## src/rtl/run_ctrl_pkg.sv

```systemverilog
// Shared types and helpers for the run controller: sequencing states and
// cycle-limit selection.
package run_ctrl_pkg;

  typedef enum logic [2:0] {
    IDLE,
    LOAD,
    RESET,
    RUN,
    HALTED,
    TIMEOUT
  } run_state_t;

  // Widest cycle limit the helper handles; callers narrow the result.
  localparam int unsigned LIMIT_MAX_W = 64;

  // A zero runtime limit means "use the built-in default".
  function automatic logic [LIMIT_MAX_W-1:0] limit_sel(
    input logic [LIMIT_MAX_W-1:0] limit_in,
    input logic [LIMIT_MAX_W-1:0] default_limit
  );
    return (limit_in == '0) ? default_limit : limit_in;
  endfunction

endpackage

```

## src/rtl/run_ctrl_watchdog.sv

```systemverilog
// Run-phase watchdog: holds the latched cycle limit, counts RUN cycles with
// saturation, and flags the cycle on which the count reaches the limit.
module run_watchdog #(
  parameter int unsigned LIMIT_W = 32
) (
  input  logic               clk,
  input  logic               reset_n,
  input  logic               clear,
  input  logic               count_en,
  input  logic [LIMIT_W-1:0] limit_in,
  output logic [LIMIT_W-1:0] cycles,
  output logic               expire
);

  logic [LIMIT_W-1:0] limit_q;
  logic [LIMIT_W-1:0] cycles_next;

  assign cycles_next = (&cycles) ? cycles : cycles + LIMIT_W'(1);

  // Expiry looks at the value the counter is about to take, so the
  // controller leaves RUN on the same edge the count reaches the limit.
  assign expire = count_en && (cycles_next == limit_q);

  always_ff @(posedge clk) begin
    if (!reset_n) begin
      limit_q <= '0;
      cycles  <= '0;
    end else if (clear) begin
      limit_q <= limit_in;
      cycles  <= '0;
    end else if (count_en) begin
      cycles <= cycles_next;
    end
  end

endmodule

```

## src/rtl/run_ctrl.sv

```systemverilog
// Run controller: streams a memory image into CPU memory, holds CPU reset,
// runs under a cycle-limit watchdog. Optional csum output: RUN_CTRL_CHECKSUM_EN.
module run_ctrl
  import run_ctrl_pkg::*;
#(
  parameter int unsigned AW            = 15,
  parameter int unsigned DW            = 48,
  parameter int unsigned LIMIT_W       = 32,
  parameter int unsigned RESET_CYCLES  = 10,
  parameter int unsigned DEFAULT_LIMIT = 100000
) (
  input  logic               clk,
  input  logic               reset_n,
  input  logic               start,
  input  logic               abort,
  input  logic [LIMIT_W-1:0] limit_i,
  input  logic               ld_valid,
  output logic               ld_ready,
  input  logic [AW-1:0]      ld_addr,
  input  logic [DW-1:0]      ld_data,
  input  logic               ld_last,
  output logic               mem_we,
  output logic [AW-1:0]      mem_addr,
  output logic [DW-1:0]      mem_wdata,
  output logic               cpu_reset,
  input  logic               cpu_halt,
  output logic               busy,
  output logic               done,
  output logic               timeout,
  output logic [LIMIT_W-1:0] cycles
`ifdef RUN_CTRL_CHECKSUM_EN
  ,
  output logic [DW-1:0]      csum
`endif
);

  localparam int unsigned RCW = $clog2(RESET_CYCLES + 1);

  run_state_t         state;
  logic [RCW-1:0]     rst_cnt;
  logic               handshake;
  logic               accept;
  logic               go;
  logic               count_en;
  logic               expire;
  logic [LIMIT_W-1:0] limit_pick;

  assign ld_ready  = (state == LOAD);
  assign busy      = state inside {LOAD, RESET, RUN};
  assign handshake = ld_ready & ld_valid;
  // Abort outranks everything, including a word offered in the same cycle.
  assign accept    = handshake & ~abort;
  assign go        = (state == IDLE) & start & ~abort;
  assign count_en  = (state == RUN) & ~abort;

  assign limit_pick = LIMIT_W'(limit_sel(LIMIT_MAX_W'(limit_i),
                                         LIMIT_MAX_W'(DEFAULT_LIMIT)));

  run_watchdog #(
    .LIMIT_W (LIMIT_W)
  ) u_watchdog (
    .clk      (clk),
    .reset_n  (reset_n),
    .clear    (go),
    .count_en (count_en),
    .limit_in (limit_pick),
    .cycles   (cycles),
    .expire   (expire)
  );

  // NOTE: every register below is assigned with <= so all of them sample the
  // pre-edge values; a blocking = here would let later lines see new state.
  always_ff @(posedge clk) begin
    if (!reset_n) begin
      state     <= IDLE;
      rst_cnt   <= '0;
      cpu_reset <= 1'b1;
      mem_we    <= 1'b0;
      mem_addr  <= '0;
      mem_wdata <= '0;
      done      <= 1'b0;
      timeout   <= 1'b0;
    end else begin
      mem_we <= accept;
      if (accept) begin
        mem_addr  <= ld_addr;
        mem_wdata <= ld_data;
      end

      if (abort) begin
        state     <= IDLE;
        cpu_reset <= 1'b1;
      end else begin
        case (state)
          IDLE: begin
            cpu_reset <= 1'b1;
            if (start) begin
              state   <= LOAD;
              done    <= 1'b0;
              timeout <= 1'b0;
            end
          end
          LOAD: begin
            if (handshake && ld_last) begin
              state   <= RESET;
              rst_cnt <= RCW'(RESET_CYCLES - 1);
            end
          end
          RESET: begin
            if (rst_cnt == '0) begin
              state     <= RUN;
              cpu_reset <= 1'b0;
            end else begin
              rst_cnt <= rst_cnt - RCW'(1);
            end
          end
          RUN: begin
            // Halt is tested first so it wins a tie with the limit.
            if (cpu_halt) begin
              state     <= HALTED;
              done      <= 1'b1;
              cpu_reset <= 1'b1;
            end else if (expire) begin
              state     <= TIMEOUT;
              timeout   <= 1'b1;
              cpu_reset <= 1'b1;
            end
          end
          HALTED, TIMEOUT: begin
            cpu_reset <= 1'b1;
          end
          default: begin
            state     <= IDLE;
            cpu_reset <= 1'b1;
          end
        endcase
      end
    end
  end

`ifdef RUN_CTRL_CHECKSUM_EN
  // Running image signature: csum ^= rotl1(csum) ^ word for each accepted word.
  always_ff @(posedge clk) begin
    if (!reset_n) begin
      csum <= '0;
    end else if (go) begin
      csum <= '0;
    end else if (accept) begin
      csum <= csum ^ {csum[DW-2:0], csum[DW-1]} ^ ld_data;
    end
  end
`endif

endmodule

```

## config.mk

```make
export PLATFORM = sky130hd
export DESIGN_NAME = run_ctrl
export DESIGN_NICKNAME = d
export VERILOG_FILES = /design/src/rtl/run_ctrl_pkg.sv /design/src/rtl/run_ctrl_watchdog.sv /design/src/rtl/run_ctrl.sv
export SDC_FILE = /design/constraint.sdc
export NUM_CORES = 1
export LEC_CHECK = 0
export ABC_CLOCK_PERIOD_IN_PS = 3770
export CORE_ASPECT_RATIO = 1.25
export CORE_UTILIZATION = 35
export CTS_BUF_LIST = sky130_fd_sc_hd__clkbuf_4
export DETAILED_ROUTE_END_ITERATION = 7
export GPL_ROUTABILITY_DRIVEN = 0
export SYNTH_ARGS = -nofsm -noshare
export SYNTH_HDL_FRONTEND = slang
export SYNTH_HIERARCHICAL = 1
export SYNTH_SLANG_ARGS = --single-unit
```

## constraint.sdc

```tcl
create_clock -name clk -period 3.77 [get_ports clk]
set_input_delay 0.754 -clock clk [delete_from_list [all_inputs] [get_ports clk]]
set_output_delay 0.754 -clock clk [all_outputs]
set_load 0.02 [all_outputs]
```

# Word-level counts from Yosys, hierarchy flattened
# Index checks and enable logic that the tools add are counted.
dict set report word_totals {
  register_bits 138
  input_bits 102
  output_inout_bits 101
  word_cells 72
}
dict set report op_classes {
  n_addsub 2
  n_eq_ne 14
  mux 20
  n_bitwise 9
  reduce_logical 17
}
# cell count
set op_table {}
lappend op_table {{32-bit 2-to-1 mux} 2}
lappend op_table {{32-bit by 1-bit adder with 32-bit output, second input constant} 1}
lappend op_table {{32-bit == test} 1}
lappend op_table {{32-bit zero test} 1}
lappend op_table {{32-bit AND reduction} 1}
lappend op_table {{3-bit 2-to-1 mux} 5}
lappend op_table {{3-bit one-hot mux with 5 select lines} 1}
lappend op_table {{2-bit inequality test, second input constant} 5}
lappend op_table {{5-bit AND reduction} 2}
lappend op_table {{4-bit 2-to-1 mux} 2}
lappend op_table {{4-bit one-hot mux with 2 select lines} 1}
lappend op_table {{4-bit AND reduction} 2}
lappend op_table {{3-bit by 2-bit == test with 1-bit output, second input constant} 2}
lappend op_table {{3-bit == test, second input constant} 2}
lappend op_table {{1-bit 2-to-1 mux} 6}
lappend op_table {{2-bit OR reduction} 3}
lappend op_table {{1-bit bitwise AND} 5}
lappend op_table {{4-bit zero test} 1}
lappend op_table {{2-bit by 1-bit inequality test with 1-bit output, second input constant} 2}
lappend op_table {{1-bit NOT} 4}
lappend op_table {{1-bit one-hot mux with 2 select lines} 2}
lappend op_table {{2-bit nonzero test} 2}
lappend op_table {{4-bit by 1-bit subtractor with 4-bit output, second input constant} 1}
lappend op_table {{3-bit by 1-bit == test with 1-bit output, second input constant} 1}
lappend op_table {{other kinds (6)} 7}

# Longest topological paths before layout
# Gate-level depths: netlist of the first run.
dict set report depth {
  depth_word 7
  mapped_depth 13
  mapped_depth_nobuf 11
}

# Hierarchy
# Netlist of the first run, hierarchy kept.
# mod n_inst cells_per_inst area_each_um2
set modules_own_cells {}
lappend modules_own_cells {run_watchdog 1 477 3996.3}
lappend modules_own_cells {run_ctrl 1 394 3022.9}

# Worst setup path before layout of the first run
# OpenSTA, ideal clock, no wires.
dict set report synth_timing {
  kind {register to register}
  from {reg u_watchdog.cycles[24]}
  to {reg state[0]}
  setup_ns 0.070
  arrival_ns 3.444
  required_ns 3.700
  path_slack_ns 0.256
  stages_incl_launch_ff 12
  period_less_slack_ns 3.514
  cell_sequence {dfxtp_1 buf_2 nand4_1 nor4_4 nand3_2 or4_4 a2111oi_4 nand4_1 nor4_2 o22ai_2 or4_1 a21oi_1}
}
dict set report synth_via {
  elab_chain_len 6
}
# item line
set synth_rtl {}
lappend synth_rtl {{from (decl)} run_ctrl_watchdog.sv:11} ;# output logic [LIMIT_W-1:0] cycles,
lappend synth_rtl {{from (signal assigned)} run_ctrl_watchdog.sv:32} ;# cycles <= cycles_next;
lappend synth_rtl {{32-bit by 1-bit adder with 32-bit output or 32-bit AND reduction (tied branches)} run_ctrl_watchdog.sv:18} ;# assign cycles_next = (&cycles) ? cycles : cycles + LIMIT_W'(1);
lappend synth_rtl {{32-bit 2-to-1 mux (*)} run_ctrl_watchdog.sv:18}
lappend synth_rtl {{32-bit == test (*)} run_ctrl_watchdog.sv:22} ;# assign expire = count_en && (cycles_next == limit_q);
lappend synth_rtl {{1-bit logical AND (*)} run_ctrl_watchdog.sv:22}
lappend synth_rtl {{net expire} run_ctrl.sv:45} ;# logic expire;
lappend synth_rtl {{3-bit inequality test (no source line) (*)} -}
lappend synth_rtl {{5-bit AND reduction (no source line) (*)} -}
lappend synth_rtl {{to (signal assigned)} run_ctrl.sv:75} ;# state <= IDLE;
lappend synth_rtl {{to (signal assigned)} run_ctrl.sv:91} ;# state <= IDLE;
lappend synth_rtl {{to (signal assigned)} run_ctrl.sv:98} ;# state <= LOAD;
lappend synth_rtl {{to (decl)} run_ctrl.sv:39} ;# run_state_t state;
# The timed path passes the listed nets; every way through them passes the cells marked *.
# A chain may end at the register's enable or synchronous reset.

# Worst setup path after layout of the first run
dict set report layout_timing {
  from {reg u_watchdog.cycles[13]}
  to {reg state[0]}
}
# The elaborated chain is that of the path after synthesis.

==> flow_summary.json, run 1 <==
{
  "rows": 57,
  "rsz0062_at_grt": "no",
  "crit_fanout": 7,
  "critPathSlowestCell": "or4_1",
  "hold_violations": 0,
  "crit_top_cell": "or4_1",
  "vdd_drop_max_mv": 0.194,
  "grt_max_degree": 65,
  "synthCells": 871,
  "grt_remaining_overflow": 0,
  "fin_worst_skew_ns": 0.0228,
  "cts_tree": "built",
  "post_drt_wl_per_cell_um": 16.8,
  "maxSlewViolCount": 0,
  "dp_hpwl_mm": 16.9,
  "cts_resized": 0,
  "drt_iter0_drc": 475,
  "power_mw": 3.09,
  "grt_pass1_wl_mm": 35.0,
  "p_per_area_nw_per_um2": 316,
  "die_w_um": 129,
  "yosysWarnings": 6,
  "cap_violations": 0,
  "io_pins": 203,
  "setup_viol_count_final": 0,
  "dp_cells": 1304,
  "synthArstFlopShare_pct": 0,
  "routed_via_density": 5.08,
  "clock-sinks": 138,
  "coreArea_um2": 19500,
  "syn-num-nets": 976,
  "num-nets-final": 1163,
  "first_pass_iters": 5,
  "drive_gt1_share_pct": 9.80,
  "crit_path_end_kind": "register",
  "synth_cell_types": 72,
  "cts_root_buf": "clkbuf_4",
  "ys_ff_latch": 138,
  "final_cells": 1337,
  "crit_arrival_ns": 4.05,
  "vias": 6794,
  "grt_pass1_vias": 6600,
  "status": "complete, no violations",
  "die_area_um2": 20600,
  "hold_class": "register to register",
  "io_buffers": 202,
  "post_synth.cell_area_avg_um2": 8.06,
  "clkTransAtPathRegs_ns": 0.14,
  "path_cells": "nand4_1 > or4_1 > or4_1 > a21o_1 > a22oi_1 > nand4_1 > nor4_4 > o22ai_2 > or4_1 > a21oi_1",
  "dpl_cell_area_um2": 9380,
  "initial_core_util_pct": 35.9,
  "final_cell_mix": "clkdlybuf4s50_1 (202), nand2_1 (151), dfxtp_1 (137)",
  "cp_slowest_stage_delay_ns": 0.69,
  "worstMarginPinSlew_ns": 0.705,
  "htree_num_levels": 4,
  "yosys.area.top_type": "dfxtp_1",
  "syn_to_final_growth_pct": 39.3,
  "antenna_found_initial": 1,
  "grt_use_total_pct": 22.0,
  "synth_top_area_share_pct": 39.4,
  "setup.worst_path.class": "register to register",
  "netlist_area_um2": 7020,
  "synth_edf_count": 0,
  "cts_buffer_depth": 2,
  "ant_nets": 0,
  "required_ns": 4.25,
  "die_h_um": 160,
  "postCtsSetupBuffers": 0,
  "post-route-cell-area_um2": 9770,
  "fmax_mhz": 280,
  "synth_top_cells_by_area": "dfxtp_1 (39%), nand2_1 (8.1%), a21oi_1 (6.3%), mux2i_1 (4.8%), xnor2_1 (4.5%)",
  "ys.flop_type": "dfxtp_1",
  "period_share_pct": 94.6,
  "relSlewSlack_pct": 51.8,
  "seq_area_frac_synth_pct": 39.4,
  "cp-start-kind": "register",
  "power.leakage_nw": 3.38,
  "clock_latency_ns": 0.55,
  "cts-buffers-inserted": 17,
  "postCtsHoldBufs": 0,
  "drc": 0,
  "final_common_cell": "clkdlybuf4s50_1",
  "post-route-min-period_ns": 3.57,
  "tns_ns": 0,
  "routed_wl_mm": 22.4
}
area by class of cell:
| class | count | area [um^2] |
|---|---|---|
| fillers | 1942 | 9770 |
| multi-input cells | 634 | 3850 |
| flip-flops and latches | 138 | 2760 |
| repair buffers | 250 | 2380 |
| well taps | 265 | 332 |
| clock inverters | 14 | 240 |
| clock buffers | 18 | 135 |
| inverters | 17 | 63.8 |
| diodes | 1 | 2.50 |
flip-flops by register name, indices dropped and copies added (netlist names), 3 cells and up:
name / count
mem_wdata: 48
rst_cnt: 4
mem_addr: 15
u_watchdog/cycles: 32
state: 3
u_watchdog/limit_q: 32
cell families after synthesis:
family | count (synthesis) | synth area share (%)
simple gates | 382 | 27.9
compound gates | 153 | 13.5
flops | 138 | 39.4
buf+inv | 99 | 6.06
xor+xnor | 61 | 7.61
mux | 35 | 5.01
fa+ha+maj | 3 | 0.535
worst max-delay path, delay by kind of cell (launching register included):
kind            cells  cell delay, ns
compound gates      4            0.61
flops               1            0.35
simple gates        6            2.54
Yosys cell counts, types with 5 or more instances:
cell      count
nand4_1      27
buf_4         7
nand2_1     151
nand3_1      19
and4_1        6
nor2b_1      39
or3_1         8
buf_2         9
clkbuf_1     59
a21oi_1      88
nor4_1       15
xnor2_1      36
and2_1        6
nor3_1       15
inv_1        17
or2_2         7
mux2i_1      34
and3_1       12
a31oi_1       7
xor2_1       25
o21ai_0      16
or4_1         5
nor2_1       50
dfxtp_1     138
worst paths after layout:
path                                             from  slack [ns]  depth (start not counted)           to
worst min-delay path                      mem_addr[8]        0.46                          2  mem_addr[8]
worst max register to register  u_watchdog/cycles[13]        0.20                         10     state[0]
worst max-delay path            u_watchdog/cycles[13]        0.20                         10     state[0]
worst min register to register            mem_addr[8]        0.46                          2  mem_addr[8]
report_power, final:
| group | internal (mW) | leakage (nW) | switching, mW |
|---|---|---|---|
| registers | 1.49 | 1.12 | 0.0228 |
| clock network | 0.673 | 0.195 | 0.584 |
| logic | 0.178 | 2.07 | 0.143 |
layer usage:
| metal | wire [um] | global-route usage, % |
|---|---|---|
| met2 | 10500 | 36.0 |
| met5 | 0 | 0 |
| met3 | 1840 | 7.56 |
| met1 | 9250 | 25.9 |
| met4 | 810 | 9.84 |
metrics by stage:
step	hold slack (ns)	setup slack, ns	util (%)
after detailed placement	0.446	0.119	48.0
after CTS	0.461	0.131	49.9
final	0.459	0.203	50.0
after floorplan	0.448	0.256	-
after global placement	0.440	0.179	48.0
after global routing	0.477	0.0258	50.0
Note: power is estimated with default switching activity, not from simulation.
==> run 2, diff against run 1 <==
Settings changed: CORE_UTILIZATION 35 to 40, PLACE_DENSITY set to 0.69.
==> run 2 against run 1 <==
Net effect:
- clock-buffer cell count down 1
- die area down 12%
- core utilization up 6.6 points
- clock power down 23%
- critical path type unchanged
- critical endpoint unchanged
- largest cell class unchanged
==> flow_summary.json, run 2 (synthesized netlist as in run 1, its figures left out) <==
{
  "status": "complete, no violations",
  "die_area_um2": 18100,
  "relSlewSlack_pct": 46.9,
  "r2r_cells": 10,
  "power.leakage_nw": 3.32,
  "hold_class": "register to register",
  "post-route-cell-area_um2": 9610,
  "regMostFlops": "mem_wdata",
  "coreArea_um2": 17000,
  "drt_iter0_drc": 368,
  "num-nets-final": 1161,
  "setup_viol_count_final": 0,
  "crit_path_end_kind": "register",
  "drc": 0,
  "syn_to_final_growth_pct": 36.9,
  "postCtsHoldBufs": 0,
  "routed_wl_mm": 21.6,
  "path_cells": "nand4_1 > or4_1 > or4_1 > a21o_1 > a22oi_1 > nand4_1 > nor4_2 > o22ai_2 > or4_1 > a21oi_1",
  "setup.worst_path.class": "register to register",
  "grt_remaining_overflow": 0,
  "io_pins": 203,
  "clkTransAtPathRegs_ns": 0.13,
  "crit_fanout": 7,
  "routed_via_density": 5.38,
  "antenna_found_initial": 1,
  "power.net_switching_uw": 743,
  "largest_registers": "mem_wdata x48, u_watchdog/cycles x32, u_watchdog/limit_q x32",
  "timing.hold.ws_ns": 0.460,
  "cap_violations": 0,
  "power_mw": 2.80,
  "die_w_um": 120,
  "ant_nets": 0,
  "cts_root_buf": "clkbuf_4",
  "vdd_drop_max_mv": 0.191,
  "crit_arrival_ns": 4.07,
  "path_delay_family": "simple AND/OR/NAND/NOR gates",
  "final_cell_mix": "clkdlybuf4s50_1 (202), nand2_1 (151), dfxtp_1 (137)",
  "rows": 53,
  "fmax_mhz": 280,
  "dp_hpwl_mm": 16.4,
  "rsz0062_at_grt": "no",
  "cp-start-kind": "register",
  "dpl_cell_area_um2": 9320,
  "post_drt_wl_per_cell_um": 16.8,
  "die_h_um": 150,
  "clock_latency_ns": 0.56,
  "crit_cells": 10,
  "p_seq_share_pct": 53.9,
  "fin_worst_skew_ns": 0.0183,
  "hold_violations": 0,
  "largest_reg_flops": 48,
  "cts-buffers-inserted": 17,
  "setup_ws_ns": 0.200,
  "pre_cts_slack_ns": 0.161,
  "p_comb_share_pct": 11.4,
  "p_int_mw": 2.06,
  "maxSlewViolCount": 0,
  "holdPathStages": 2,
  "cts_resized": 0,
  "clock-sinks": 138,
  "postCtsSetupBuffers": 0,
  "post-route-min-period_ns": 3.57,
  "clockPowerShare_pct": 34.7,
  "initial_core_util_pct": 41.3,
  "drive_gt1_share_pct": 9.55,
  "grt_use_total_pct": 24.2,
  "period_share_pct": 94.7,
  "r2r_setup_slack_ns": 0.20,
  "crit_top_cell": "or4_1",
  "grt_max_degree": 65,
  "cts_tree": "built",
  "grt_pass1_wl_mm": 33.8,
  "p_per_area_nw_per_um2": 291,
  "p_sw_share_pct": 26.5,
  "required_ns": 4.27,
  "cts_buffer_depth": 2,
  "cp_slowest_stage_delay_ns": 0.70,
  "htree_num_levels": 4,
  "vias": 6929,
  "worstMarginPinSlew_ns": 0.789,
  "final_common_cell": "clkdlybuf4s50_1",
  "grt_pass1_vias": 6622,
  "critPathSlowestCell": "or4_1",
  "path_buf_inv": 0,
  "tns_ns": 0,
  "first_pass_iters": 5,
  "io_buffers": 202
}
==> run 2: metrics by stage <==
stage,cells,utilization (%)
3_5_place_dp,1257,54.9
5_1_grt,1289,56.6
6_report,1289,56.6
3_3_place_gp,1257,54.9
4_1_cts,1288,56.5
2_1_floorplan,871,-
==> run 2: power groups by stage <==
stage | Clock (mW) | Combinational [mW] | Sequential, mW
final | 0.972 | 0.319 | 1.51
after floorplan | 0 | 0.142 | 1.55
after CTS | 1.01 | 0.319 | 1.51
after global placement | 0 | 0.318 | 1.54
after global routing | 1.08 | 0.342 | 1.51
after detailed placement | 0 | 0.318 | 1.54
==> run 2: tightest hold or removal path, stage by stage, from the launching register on <==
cell	delay (ns)
dfxtp_1	0.33
nand2_1	0.05
a21oi_1	0.05
==> run 2: area by class of cell <==
cell class | instances | area (um^2)
Sequential cell | 138 | 2760
Clock buffer | 17 | 128
Tap cell | 220 | 275
Inverter | 17 | 63.8
Fill cell | 1646 | 7370
Multi-Input combinational cell | 634 | 3850
Antenna cell | 1 | 2.50
Clock inverter | 14 | 148
Timing Repair Buffer | 248 | 2380
==> run 2: metal layers <==
layer  vias to the layer above  track usage (%)  routed length, um
met3                        63             8.30               1830
met2                       317             39.6              10300
met5                         -                0                  0
met1                      3189             27.2               8490
li1                       3360                -                  -
met4                         0             14.2                949
==> run 2: path summary, 6_finish.rpt <==
check,start,endpoint
max reg2reg,u_watchdog/cycles[12],state[0]
max,u_watchdog/cycles[12],state[0]
min reg2reg,mem_wdata[6],mem_wdata[6]
min,mem_wdata[6],mem_wdata[6]
==> run 3, diff against run 2 <==
Settings changed: REMOVE_ABC_BUFFERS set to 1.
==> run 3 against run 2 <==
Net effect:
- die area did not move
- fmax rose by 0.26%
- wire length rose by 1.4%
- first-iteration DRC count rose by 10%
- sequential share of layout area rose by 0.070 points
- register-to-register slack barely moved
- sequential cell count did not move
- final cell count did not move
- clock-buffer cell count rose by 2
- total power fell by 1.3%
- highest routed layer unchanged
- worst hold slack improved by 0.0014 ns
==> flow_summary.json, run 3 (synthesized netlist as in run 1, its figures left out) <==
{
  "hold_violations": 0,
  "rows": 53,
  "first_pass_iters": 5,
  "dp_hpwl_mm": 16.5,
  "cts_root_buf": "clkbuf_4",
  "setup.worst_path.class": "register to register",
  "drc": 0,
  "grt_remaining_overflow": 0,
  "vias": 6857,
  "grt_use_total_pct": 24.7,
  "fmax_mhz": 281,
  "syn_to_final_growth_pct": 36.5,
  "coreArea_um2": 17000,
  "crit_fanout": 7,
  "required_ns": 4.27,
  "cts_tree": "built",
  "clock-sinks": 138,
  "htree_num_levels": 4,
  "io_pins": 203,
  "setup_viol_count_final": 0,
  "worstMarginPinSlew_ns": 0.831,
  "relSlewSlack_pct": 44.4,
  "dp_cells": 1256,
  "drt_iter0_drc": 405,
  "final_common_cell": "clkdlybuf4s50_1",
  "status": "complete, no violations",
  "postCtsSetupBuffers": 0,
  "largest_reg_flops": 48,
  "ant_nets": 0,
  "largest_registers": "mem_wdata x48, u_watchdog/cycles x32, u_watchdog/limit_q x32",
  "p_per_area_nw_per_um2": 289,
  "grt_max_degree": 51,
  "power.leakage_nw": 3.31,
  "post-route-min-period_ns": 3.56,
  "cts_buffer_depth": 2,
  "crit_path_end_kind": "register",
  "final_cell_mix": "clkdlybuf4s50_1 (202), nand2_1 (151), dfxtp_1 (138)",
  "power_mw": 2.76,
  "drive_gt1_share_pct": 9.27,
  "routed_via_density": 5.32,
  "io_buffers": 202,
  "fin_worst_skew_ns": 0.0134,
  "cts-buffers-inserted": 17,
  "vdd_drop_max_mv": 0.220,
  "maxSlewViolCount": 0,
  "period_share_pct": 94.5,
  "grt_pass1_vias": 6716,
  "clkTransAtPathRegs_ns": 0.13,
  "clock_latency_ns": 0.57,
  "antenna_found_initial": 1,
  "final_cells": 1289,
  "die_w_um": 120,
  "timing.hold.ws_ns": 0.461,
  "hold_class": "register to register",
  "grt_pass1_wl_mm": 34.4,
  "cap_violations": 0,
  "cp-start-kind": "register",
  "die_area_um2": 18100,
  "regMostFlops": "mem_wdata",
  "num-nets-final": 1160,
  "post_drt_wl_per_cell_um": 17.0,
  "die_h_um": 150,
  "initial_core_util_pct": 41.3,
  "routed_wl_mm": 21.9,
  "rsz0062_at_grt": "no",
  "crit_arrival_ns": 4.06
}
-- run 3: changes by cell type in the layout (fill, tap and decap cells not counted), sizes merged --
cell and delta:
clkinvlp +1, bufinv -1, buf -1, inv +1, clkbuf +2, clkinv -2
-- run 3: power by group --
| group | switching, mW | internal, mW | total [mW] |
|---|---|---|---|
| Sequential | 0.0238 | 1.49 | 1.51 |
| Clock | 0.594 | 0.344 | 0.938 |
| Combinational | 0.138 | 0.178 | 0.316 |
-- run 3: path summary, 6_finish.rpt --
| kind | startpoint | endpoint | slack, ns | cells after the start |
|---|---|---|---|---|
| setup / recovery | u_watchdog/cycles[4] | state[0] | 0.21 | 10 |
| setup reg to reg | u_watchdog/cycles[4] | state[0] | 0.21 | 10 |
| hold reg to reg | mem_wdata[45] | mem_wdata[45] | 0.46 | 2 |
| hold / removal | mem_wdata[45] | mem_wdata[45] | 0.46 | 2 |
-- run 3: what timing repair did --
action,CTS,global route
setup endpoints to repair,0,3
hold buffers,0,0
gates resized for setup,0,1
-- run 3: worst max-delay path, stage by stage, from the launching register on --
cell       delay [ns]
dfxtp_1          0.43
and4_1           0.37
and2_1           0.33
nand3_2          0.11
or4_4            0.56
a2111oi_4        0.38
nand4_1          0.15
nor4_2           0.38
o22ai_2          0.14
or4_1            0.52
a21oi_1          0.13
-- run 3: through the flow --
step | worst slack (ns) | utilization [%] | area, um^2 | setup TNS (ns)
after floorplan | -0.264 | - | 6660 | -0.436
after global placement | 0.137 | 54.9 | 9310 | 0
after detailed placement | 0.106 | 54.9 | 9310 | 0
after CTS | 0.248 | 56.4 | 9580 | 0
after global routing | 0.0118 | 56.4 | 9580 | 0
final | 0.209 | 56.4 | 9580 | 0
-- run 3: metal layers --
metal | wire length [um] | global-route usage (%) | vias up
li1 | - | - | 3360
met1 | 8340 | 26.5 | 3149
met2 | 10800 | 43.2 | 299
met3 | 2110 | 9.51 | 49
met4 | 658 | 10.6 | 0
met5 | 0 | 0 | -
-- run 3: area by class of cell --
type	instances	area (um^2)
Antenna cell	1	2.50
Clock buffer	19	143
Clock inverter	13	120
Fill cell	1663	7400
Inverter	17	63.8
Multi-Input combinational cell	634	3840
Sequential cell	138	2760
Tap cell	220	275
Timing Repair Buffer	247	2370
